===== src/rtl/seq_pattern_tx_if.sv =====
// seq_pattern_tx_if: control inputs (start, abort, pattern, repeat_cnt, gap_len) and serial outputs (x_out, x_valid, busy, frame_done) of the pattern transmitter
interface seq_pattern_tx_if #(
    parameter int PAT_W = 4,
    parameter int CNT_W = 4,
    parameter int GAP_W = 4
);
    logic             start;
    logic             abort;
    logic [PAT_W-1:0] pattern;
    logic [CNT_W-1:0] repeat_cnt;
    logic [GAP_W-1:0] gap_len;
    logic             x_out;
    logic             x_valid;
    logic             busy;
    logic             frame_done;
    modport master (
        output start, abort, pattern, repeat_cnt, gap_len,
        input  x_out, x_valid, busy, frame_done
    );
    modport slave (
        input  start, abort, pattern, repeat_cnt, gap_len,
        output x_out, x_valid, busy, frame_done
    );
endinterface


===== src/rtl/seq_pattern_tx.sv =====
// seq_pattern_tx: MSB-first serial pattern transmitter with repeats and gaps; ports clk, reset (async high), bus (slave: start/abort/pattern/repeat_cnt/gap_len in, x_out/x_valid/busy/frame_done out)
module seq_pattern_tx #(
    parameter int PAT_W = 4,
    parameter int CNT_W = 4,
    parameter int GAP_W = 4
) (
    input logic           clk,
    input logic           reset,
    seq_pattern_tx_if.slave bus
);
    localparam int BW = (PAT_W > 1) ? $clog2(PAT_W) : 1;
    localparam logic [BW-1:0] LAST = BW'(PAT_W - 1);
    typedef enum logic [1:0] {IDLE, SHIFT, GAP, DONE} state_t;
    state_t           state, state_n;
    logic [PAT_W-1:0] pat_reg, pat_n, sh;
    logic [BW-1:0]    bit_idx, bit_n;
    logic [CNT_W-1:0] reps_left, reps_n;
    logic [GAP_W-1:0] gap_reg, gap_reg_n, gap_cnt, gap_cnt_n;
    logic             x_out_n, x_valid_n, busy_n, done_n;

    always_ff @(posedge clk or posedge reset) begin
        if (reset) begin
            state          <= IDLE;
            pat_reg        <= '0;
            bit_idx        <= '0;
            reps_left      <= '0;
            gap_reg        <= '0;
            gap_cnt        <= '0;
            bus.x_out      <= 1'b0;
            bus.x_valid    <= 1'b0;
            bus.busy       <= 1'b0;
            bus.frame_done <= 1'b0;
        end else begin
            state          <= state_n;
            pat_reg        <= pat_n;
            bit_idx        <= bit_n;
            reps_left      <= reps_n;
            gap_reg        <= gap_reg_n;
            gap_cnt        <= gap_cnt_n;
            bus.x_out      <= x_out_n;
            bus.x_valid    <= x_valid_n;
            bus.busy       <= busy_n;
            bus.frame_done <= done_n;
        end
    end

    always_comb begin
        state_n   = state;
        pat_n     = pat_reg;
        bit_n     = bit_idx;
        reps_n    = reps_left;
        gap_reg_n = gap_reg;
        gap_cnt_n = gap_cnt;
        case (state)
            IDLE:
                if (bus.start && !bus.abort && |bus.repeat_cnt) begin
                    state_n   = SHIFT;
                    pat_n     = bus.pattern;
                    reps_n    = bus.repeat_cnt;
                    gap_reg_n = bus.gap_len;
                    bit_n     = '0;
                end
            SHIFT:
                if (bus.abort) state_n = IDLE;
                else if (bit_idx != LAST) bit_n = bit_idx + 1'b1;
                else if (reps_left == CNT_W'(1)) state_n = DONE;
                else begin
                    reps_n    = reps_left - 1'b1;
                    bit_n     = '0;
                    gap_cnt_n = gap_reg;
                    state_n   = (gap_reg == '0) ? SHIFT : GAP;
                end
            GAP:
                if (bus.abort) state_n = IDLE;
                else if (gap_cnt == GAP_W'(1)) begin
                    state_n = SHIFT;
                    bit_n   = '0;
                end else gap_cnt_n = gap_cnt - 1'b1;
            DONE: state_n = IDLE;
            default: state_n = IDLE;
        endcase
    end

    // Outputs are decoded from the next state so they land in flops one cycle ahead.
    always_comb begin
        sh        = pat_n << bit_n;
        x_valid_n = (state_n == SHIFT);
        x_out_n   = x_valid_n & sh[PAT_W-1];
        busy_n    = (state_n != IDLE);
        done_n    = (state_n == DONE);
    end
endmodule


===== src/flat_wrapper.sv =====
// flat-port wrapper written by rule: the top's interface ports become plain ports
module seq_pattern_tx_flat 
#(
    parameter int PAT_W = 4,
    parameter int CNT_W = 4,
    parameter int GAP_W = 4
)
  (clk, reset, bus_start, bus_abort, bus_pattern, bus_repeat_cnt, bus_gap_len, bus_x_out, bus_x_valid, bus_busy, bus_frame_done);
  seq_pattern_tx_if #(.PAT_W(PAT_W), .CNT_W(CNT_W), .GAP_W(GAP_W)) bus_i ();
  input logic clk;
  input logic reset;
  input wire logic [$bits(bus_i.start)-1:0] bus_start;
  input wire logic [$bits(bus_i.abort)-1:0] bus_abort;
  input wire logic [$bits(bus_i.pattern)-1:0] bus_pattern;
  input wire logic [$bits(bus_i.repeat_cnt)-1:0] bus_repeat_cnt;
  input wire logic [$bits(bus_i.gap_len)-1:0] bus_gap_len;
  output wire logic [$bits(bus_i.x_out)-1:0] bus_x_out;
  output wire logic [$bits(bus_i.x_valid)-1:0] bus_x_valid;
  output wire logic [$bits(bus_i.busy)-1:0] bus_busy;
  output wire logic [$bits(bus_i.frame_done)-1:0] bus_frame_done;
  assign bus_i.start = bus_start;
  assign bus_i.abort = bus_abort;
  assign bus_i.pattern = bus_pattern;
  assign bus_i.repeat_cnt = bus_repeat_cnt;
  assign bus_i.gap_len = bus_gap_len;
  assign bus_x_out = bus_i.x_out;
  assign bus_x_valid = bus_i.x_valid;
  assign bus_busy = bus_i.busy;
  assign bus_frame_done = bus_i.frame_done;
  seq_pattern_tx #(.PAT_W(PAT_W), .CNT_W(CNT_W), .GAP_W(GAP_W)) u_core (.clk(clk), .reset(reset), .bus(bus_i));
endmodule

===== config.mk =====
export PLATFORM = sky130hd
export DESIGN_NAME = seq_pattern_tx_flat
export DESIGN_NICKNAME = d
export VERILOG_FILES = /design/src/rtl/seq_pattern_tx_if.sv /design/src/rtl/seq_pattern_tx.sv /design/src/flat_wrapper.sv
export SDC_FILE = /design/constraint.sdc
export NUM_CORES = 1
export LEC_CHECK = 0
export CAP_MARGIN = 20
export CELL_PAD_IN_SITES_DETAIL_PLACEMENT = 0
export CELL_PAD_IN_SITES_GLOBAL_PLACEMENT = 2
export CORE_UTILIZATION = 25
export CTS_BUF_LIST = sky130_fd_sc_hd__clkbuf_2
export CTS_CLUSTER_SIZE = 14
export DETAILED_ROUTE_END_ITERATION = 6
export MAX_ROUTING_LAYER = met4
export PLACE_DENSITY_LB_ADDON = 0.1
export SETUP_SLACK_MARGIN = 0.5
export SYNTH_ARGS = -nofsm -noshare
export SYNTH_HDL_FRONTEND = slang
export SYNTH_SLANG_ARGS = --single-unit

===== constraint.sdc =====
create_clock -name clk -period 2.3 [get_ports clk]
set_input_delay 0.345 -clock clk [delete_from_list [all_inputs] [get_ports clk]]
set_output_delay 0.345 -clock clk [all_outputs]
set_load 0.01 [all_outputs]

==> results.ini, run 1 <==
[run_status]
run_status = complete, no violations

[worst_setup_path]
rrSetupSlack_ns = 0.21
timing.rr.start = u_core.gap_cnt[1]
cp.required_ns = 2.57
cp_slowest_cell = or4b_4
arrival_ns = 2.36
path_buf_inv = 1
r2r-end = u_core.bus.x_out
worstSetupEndpointType = flip-flop
crit_type = reg -> reg
reg2reg_depth = 7
max_stage_delay_ns = 0.47
path_cells = inv_2, ha_4, or4b_4, o21ai_2, o32a_1, mux2_4, a22o_1
cp-start-kind = flip-flop
path_delay_family = compound AO/OA/AOI/OAI gates
path_max_fanout = 3

[synthesis]
yosysWarnings = 0
synth_top_flop_cell = dfrtp_1
syn_inst = 138
ys_seq_area_share_pct = 45.0
synthArstFlopShare_pct = 100
avgSynthCellArea_sq_um = 9.67
synth_edf_count = 0
synth_seq_cells = 24
synth_nets = 159
synthTopCellsByArea = dfrtp_1 45%, nand2_1 4.8%, ha_1 4.7%
yosysTopAreaCell = dfrtp_1
yosysTopAreaCellShare_pct = 45.0
syn_area_sq_um = 1330
synth_cell_types = 37

[sta]
tightest_slew_ns = 0.521
fmax_ghz = 0.479
skew_ns = 0.00321
slew_headroom_pct = 65.1
hold_viol_final = 0
hold-worst-slack_ns = 0.305
rsz0062_at_grt = true
slew_viol_final = 0
setup_violations = 0
min_period_ns = 2.09
period_share_pct = 90.7

[floorplanning]
dieHeight_microns = 75.0
start_util_pct = 26.1
dieWidth_microns = 75.0
rows = 26
dieArea_sq_um = 5630
core_area_sq_um = 5110
pin_count = 20

[cts]
path_clk_slew_ns = 0.24
cts_made_buffers = 3
tritoncts = built
root_buffer = clkbuf_2
clkSinkCount = 24
clock_latency_ns = 0.34
h-tree-depth = 1
cts.path.max_buffers = 2

[routing]
firstDrtPassIters = 4
vias = 1125
wirelength_microns = 3330
vias_per_cell = 4.41
drt-initial-drc-count = 29
detail-route-antenna-nets = 0
detail_route.wl_per_cell_microns = 13.1
drc = 0

[global_route]
grt_pass1_wl_microns = 5390
grt_pass1_vias = 1165
grt_antenna_before_repair = 0
grt.total_usage_pct = 13.4
grt-ovfl-total = 0
grt_max_degree = 25

[cells_and_area]
diodes = 0
synthToLayoutAreaGrowth_pct = 44.4
fin_util_pct = 37.7
nets = 207
drive_gt1_share_pct = 33.0
filler_cell_count = 548

[power_and_ir_drop]
peakVddDrop_uv = 382
powerDensity_nw_per_um2 = 1070
leakagePower_nw = 0.869

[place]
dpl.hpwl_microns = 2400
portBuffers = 19
place_congestion = 0.790

[run]
maxCapViolations = 0

[hold_path]
min_path_type = in -> async

-- layout make-up --
cell class                 instances  area, sq um  share of cell area [%]
multi-input combinational         99          754                    39.2
sequential                        24          604                    31.4
timing repair buffer              47          419                    21.8
tap                               70         87.6                    4.55
inverter                          11         41.3                    2.14
clock buffer                       3         15.0                   0.780
clock inverter                     1         3.75                   0.195
-- placed cells by master (no fill, tap or decap), types with 2 or more instances in the layout --
master           count
buf_6                2
nor3b_1              2
a21oi_1              6
clkdlybuf4s50_1     15
dlygate4sd2_1        3
o21ai_1              2
mux2_4               5
o21ai_4              2
clkbuf_2             3
ha_1                 4
nor2_1              12
a21oi_2              2
nand2b_1             5
inv_1               10
dfrtp_2              3
nor2_2               2
nand2_1             17
a211oi_1             2
o21ai_2              2
a311oi_2             2
nor3_1               4
dfrtp_1             21
o21ai_0              6
buf_4               25
-- what timing repair did --
action / 4_1_cts / 5_1_grt
endpoints found under the setup margin: 14 / 14
pin swaps: 3 / 3
gates resized for setup: 22 / 10
hold buffers: 0 / 0
buffers inserted: 8 / 7
-- how the worst max path moves through the flow --
stage                                 start               end  slack [ns]  cells past startpoint
after global placement    bus_repeat_cnt[3]  u_core.bus.x_out       -0.21                      6
after detailed placement  bus_repeat_cnt[3]  u_core.bus.x_out       -0.25                      6
final                     u_core.gap_cnt[1]  u_core.bus.x_out        0.21                      7
after floorplan           bus_repeat_cnt[3]  u_core.bus.x_out        0.29                      6
after global routing      u_core.gap_cnt[1]  u_core.bus.x_out        0.13                      7
after CTS                 u_core.gap_cnt[1]  u_core.bus.x_out        0.15                      7
-- cell usage after synthesis (all sizes together), types with 2 or more instances --
cell    count
inv        11
mux2        6
buf         3
nor3b       3
nor4b       2
nor2       15
nand2      17
a311oi      2
and2        2
o21ai      12
nor4        2
a21oi       8
dfrtp      24
ha          5
a211oi      3
nor3        4
nand2b      5
-- power breakdown --
part,switching [mW],total [mW],leakage [nW],internal (mW)
sequential,0.155,0.759,0.293,0.603
clock,0.135,0.173,0.0140,0.0378
combinational,0.513,1.12,0.562,0.610
-- logic make-up (layout without fill, tap and decap cells) --
family                   after synthesis  in the layout  share of synthesized area (%)
flip-flops                            24             24                           45.0
multiplexers                           6              6                           5.91
AO/OA/AOI/OAI                         34             34                           17.0
adder cells (fa/ha/maj)                5              5                           4.69
AND/OR/NAND/NOR                       54             54                           21.2
buffers and inverters                 15             62                           6.19
-- stage by stage --
stage                     cell area (sq um)  setup slack, ns  setup TNS, ns  power (mW)  cells
after floorplan                        1330            0.293              0        1.31    138
after global placement                 1670           -0.213         -0.274        1.61    236
after detailed placement               1670           -0.253         -0.394        1.60    236
after CTS                              1820            0.154              0        1.95    248
after global routing                   1930            0.127              0        2.23    255
final                                  1930            0.213              0        2.05    255
-- metal layers --
metal	share of wire [%]	track usage, %
met3	1.8	1.61
met2	48	21.3
met5	0	-
met1	49	17.8
met4	0.72	4.40
-- tightest hold or removal path: cells and delay by family --
| kind | cells | cell delay (ns) |
|---|---|---|
| buf+inv | 3 | 0.75 |
Power figures use the tool's default switching activity.
==> run 2: changes to the inputs <==
--- a/config.mk
+++ b/config.mk
@@ -5,9 +5,11 @@
 export SDC_FILE = /design/constraint.sdc
 export NUM_CORES = 1
 export LEC_CHECK = 0
+export ABC_AREA = 1
 export CAP_MARGIN = 20
 export CELL_PAD_IN_SITES_DETAIL_PLACEMENT = 0
 export CELL_PAD_IN_SITES_GLOBAL_PLACEMENT = 2
+export CORE_MARGIN = 4
 export CORE_UTILIZATION = 25
 export CTS_BUF_LIST = sky130_fd_sc_hd__clkbuf_2
 export CTS_CLUSTER_SIZE = 14
==> run 2 against run 1 <==
Power fell by 27%. Worst hold slack got worse by 0.035 ns. Clock skew grew 0.015 ns. Combinational power shrank 51%. Largest power group is now registers. Final area shrank 13%.
==> results.ini, run 2 <==
[cells_and_area]
multi_input_area_sq_um = 647  ; was 754 sq um
filler_cell_count = 567  ; was 548
diodes = 0  ; unchanged
final-seq-area_sq_um = 601  ; was 604 sq um
nets = 215  ; was 207
layout_commonest_cell = nand2_1  ; was buf_4
drive_gt1_share_pct = 15.0  ; was 33.0%
fin_util_pct = 32.4  ; was 37.7%
stdcell_area_sq_um = 1680  ; was 1930 sq um
final_cell_mix = 47 x nand2_1, 24 x dfrtp_1, 19 x clkdlybuf4s50_1  ; was 25 x buf_4, 21 x dfrtp_1, 17 x nand2_1
synthToLayoutAreaGrowth_pct = 24.9  ; was 44.4%

[synthesis]
synth_most_common_cell = nand2_1  ; was dfrtp_1
synth_edf_count = 0  ; unchanged
yosysWarnings = 0  ; unchanged
synthTopCellsByArea = dfrtp_1 45%, nand2_1 13%, o21ai_0 4.8%  ; was dfrtp_1 45%, nand2_1 4.8%, ha_1 4.7%
yosysTopAreaCell = dfrtp_1  ; unchanged
ys_seq_area_share_pct = 44.7  ; was 45.0%
yosysTopAreaCellShare_pct = 44.7  ; was 45.0%
synth_top_flop_cell = dfrtp_1  ; unchanged
syn_area_sq_um = 1340  ; was 1330 sq um
syn_inst = 170  ; was 138
synthArstFlopShare_pct = 100  ; unchanged
avgSynthCellArea_sq_um = 7.90  ; was 9.67 sq um
synth_nets = 191  ; was 159
synth_common_cells = 47 x nand2_1, 24 x dfrtp_1, 17 x inv_1  ; was 24 x dfrtp_1, 17 x nand2_1, 15 x nor2_1
synth_cell_types = 26  ; was 37
synth_seq_cells = 24  ; unchanged

[place]
place_congestion = 0.750  ; was 0.790
postPlaceCellArea_sq_um = 1620  ; was 1670 sq um
dpl.hpwl_microns = 2500  ; was 2400 microns
portBuffers = 19  ; unchanged

[routing]
firstDrtPassIters = 4  ; unchanged
vias_per_cell = 4.27  ; was 4.41
drt-initial-drc-count = 32  ; was 29
detail-route-antenna-nets = 0  ; unchanged
drc = 0  ; unchanged
vias = 1123  ; was 1125
detail_route.wl_per_cell_microns = 12.0  ; was 13.1 microns
wirelength_microns = 3150  ; was 3330 microns

[worst_setup_path]
path_max_fanout = 8  ; was 3
worstSetupEndpointType = flip-flop  ; unchanged
cp_slowest_cell = clkdlybuf4s50_1  ; was or4b_4
r2r-end = u_core.reps_left[2]  ; was u_core.bus.x_out
cp-start-kind = primary input  ; was flip-flop
crit_type = in -> reg  ; was reg -> reg
timing.rr.start = u_core.state[1]  ; was u_core.gap_cnt[1]
critical_path.endpoint = u_core.reps_left[2]  ; was u_core.bus.x_out
max_stage_delay_ns = 0.52  ; was 0.47 ns
cp_num_cells = 6  ; was 7
arrival_ns = 1.93  ; was 2.36 ns
startpoint = bus_abort  ; was u_core.gap_cnt[1]
path_buf_inv = 1  ; unchanged
path_delay_family = compound AO/OA/AOI/OAI gates  ; unchanged
cp.required_ns = 2.59  ; was 2.57 ns
rrSetupSlack_ns = 0.66  ; was 0.21 ns
path_cells = clkdlybuf4s50_1, nor2_1, nand3_2, a21oi_2, o21ai_1, a22oi_1  ; was inv_2, ha_4, or4b_4, o21ai_2, o32a_1, mux2_4, a22o_1
reg2reg_depth = 5  ; was 7

[floorplanning]
pin_count = 20  ; unchanged
dieWidth_microns = 81.3  ; was 75.0 microns
dieHeight_microns = 81.3  ; was 75.0 microns
start_util_pct = 26.0  ; was 26.1%
rows = 26  ; unchanged
core_area_sq_um = 5170  ; was 5110 sq um
dieArea_sq_um = 6610  ; was 5630 sq um

[run_status]
run_status = complete, no violations  ; unchanged

[power_and_ir_drop]
p_clk_share_pct = 19.5  ; was 8.4%
comb_power_share_pct = 36.8  ; was 54.6%
p_switching_mw = 0.568  ; was 0.803 mW
p_seq_share_pct = 43.7  ; was 36.9%
leakagePower_nw = 0.760  ; was 0.869 nW
powerDensity_nw_per_um2 = 896  ; was 1070 nW/um^2
cellInternalPower_mw = 0.935  ; was 1.25 mW
switching_share_pct = 37.8  ; was 39.1%
peakVddDrop_uv = 312  ; was 382 uV

[cts]
root_buffer = clkbuf_2  ; unchanged
tritoncts = built  ; unchanged
postCtsSetupBuffers = 0  ; was 8
clock_latency_ns = 0.37  ; was 0.34 ns
cts_hold_buf = 0  ; unchanged
cts_made_buffers = 3  ; unchanged
clkSinkCount = 24  ; unchanged
cts.path.max_buffers = 2  ; unchanged
path_clk_slew_ns = 0.26  ; was 0.24 ns
h-tree-depth = 1  ; unchanged

[global_route]
grt.total_usage_pct = 10.9  ; was 13.4%
grt-ovfl-total = 0  ; unchanged
grt_max_degree = 25  ; unchanged
grt_pass1_wl_microns = 5260  ; was 5390 microns
grt_antenna_before_repair = 0  ; unchanged
grt_pass1_vias = 1125  ; was 1165

[sta]
fmax_ghz = 0.610  ; was 0.479 GHz
hold_viol_final = 0  ; unchanged
period_share_pct = 71.3  ; was 90.7%
hold-worst-slack_ns = 0.270  ; was 0.305 ns
tightest_slew_ns = 0.319  ; was 0.521 ns
slew_viol_final = 0  ; unchanged
skew_ns = 0.0180  ; was 0.00321 ns
min_period_ns = 1.64  ; was 2.09 ns
setup_tns_ns = 0  ; unchanged
rsz0062_at_grt = true  ; unchanged
slew_headroom_pct = 78.7  ; was 65.1%
setup_violations = 0  ; unchanged

[run]
maxCapViolations = 0  ; unchanged

[hold_path]
min_path_type = in -> async  ; unchanged

==> run 2: changes by cell type in the layout (fill, tap and decap cells not counted), sizes merged, moves of 5 or more <==
cell    before  now
inv         11   24
nand3        0   12
nand2       17   50
buf         28    2
a21oi        8    3
nand2b       5    0
mux2         6    0
==> run 2: power by group through the flow <==
stage                     logic (mW)  clock network [mW]  registers, mW
final                          0.552               0.293          0.657
after floorplan                0.398                   0          0.644
after global routing           0.647               0.320          0.679
after detailed placement       0.553                   0          0.663
after CTS                      0.559               0.304          0.655
after global placement         0.553                   0          0.663
==> run 2: tightest hold or removal path: cells and delay by family <==
| kind | cells | cell delay, ns |
|---|---|---|
| buffers and inverters | 3 | 0.74 |
==> run 2: final cells by class <==
class | instances | area share (%)
clock buffer | 3 | 0.895
clock inverter | 1 | 1.79
inverter | 24 | 5.52
multi-input combinational | 120 | 38.6
sequential | 24 | 35.8
tap | 70 | 5.22
timing repair buffer | 21 | 12.2
==> run 2: cells by family (layout without fill, tap and decap cells) <==
logic type,count (synthesis),in the layout,share of synthesized area (%)
simple gates,88,88,29.5
buf+inv,26,49,7.91
compound gates,25,25,11.9
flops,24,24,44.7
fa+ha+maj,5,5,4.66
xor+xnor,2,2,1.30
==> run 2: worst min path at each step <==
| stage | to |
|---|---|
| finish | u_core.bus.frame_done |
| global route | u_core.bus.frame_done |
| CTS | u_core.bus.frame_done |
| detailed placement | u_core.pat_reg[0] |
| global placement | u_core.pat_reg[2] |
| floorplan | u_core.bit_idx[0] |
==> run 2: per-layer routing <==
layer,global-route usage (%),part of all wire [%]
met1,14.2,49
met2,16.8,47
met3,2.11,2.6
met4,3.55,1.2
met5,-,0
==> run 2: through the flow <==
| step | total power [mW] | cells | worst slack [ns] |
|---|---|---|---|
| after floorplan | 1.04 | 170 | 0.884 |
| after global placement | 1.22 | 259 | 0.273 |
| after detailed placement | 1.22 | 259 | 0.245 |
| after CTS | 1.52 | 263 | 0.570 |
| after global routing | 1.64 | 263 | 0.468 |
| final | 1.50 | 263 | 0.660 |
==> run 2: timing repair <==
action / in CTS / in global routing
gates resized for setup: 1 / 3
endpoints found under the setup margin: 1 / 2
endpoints found under the hold margin: 0 / 0
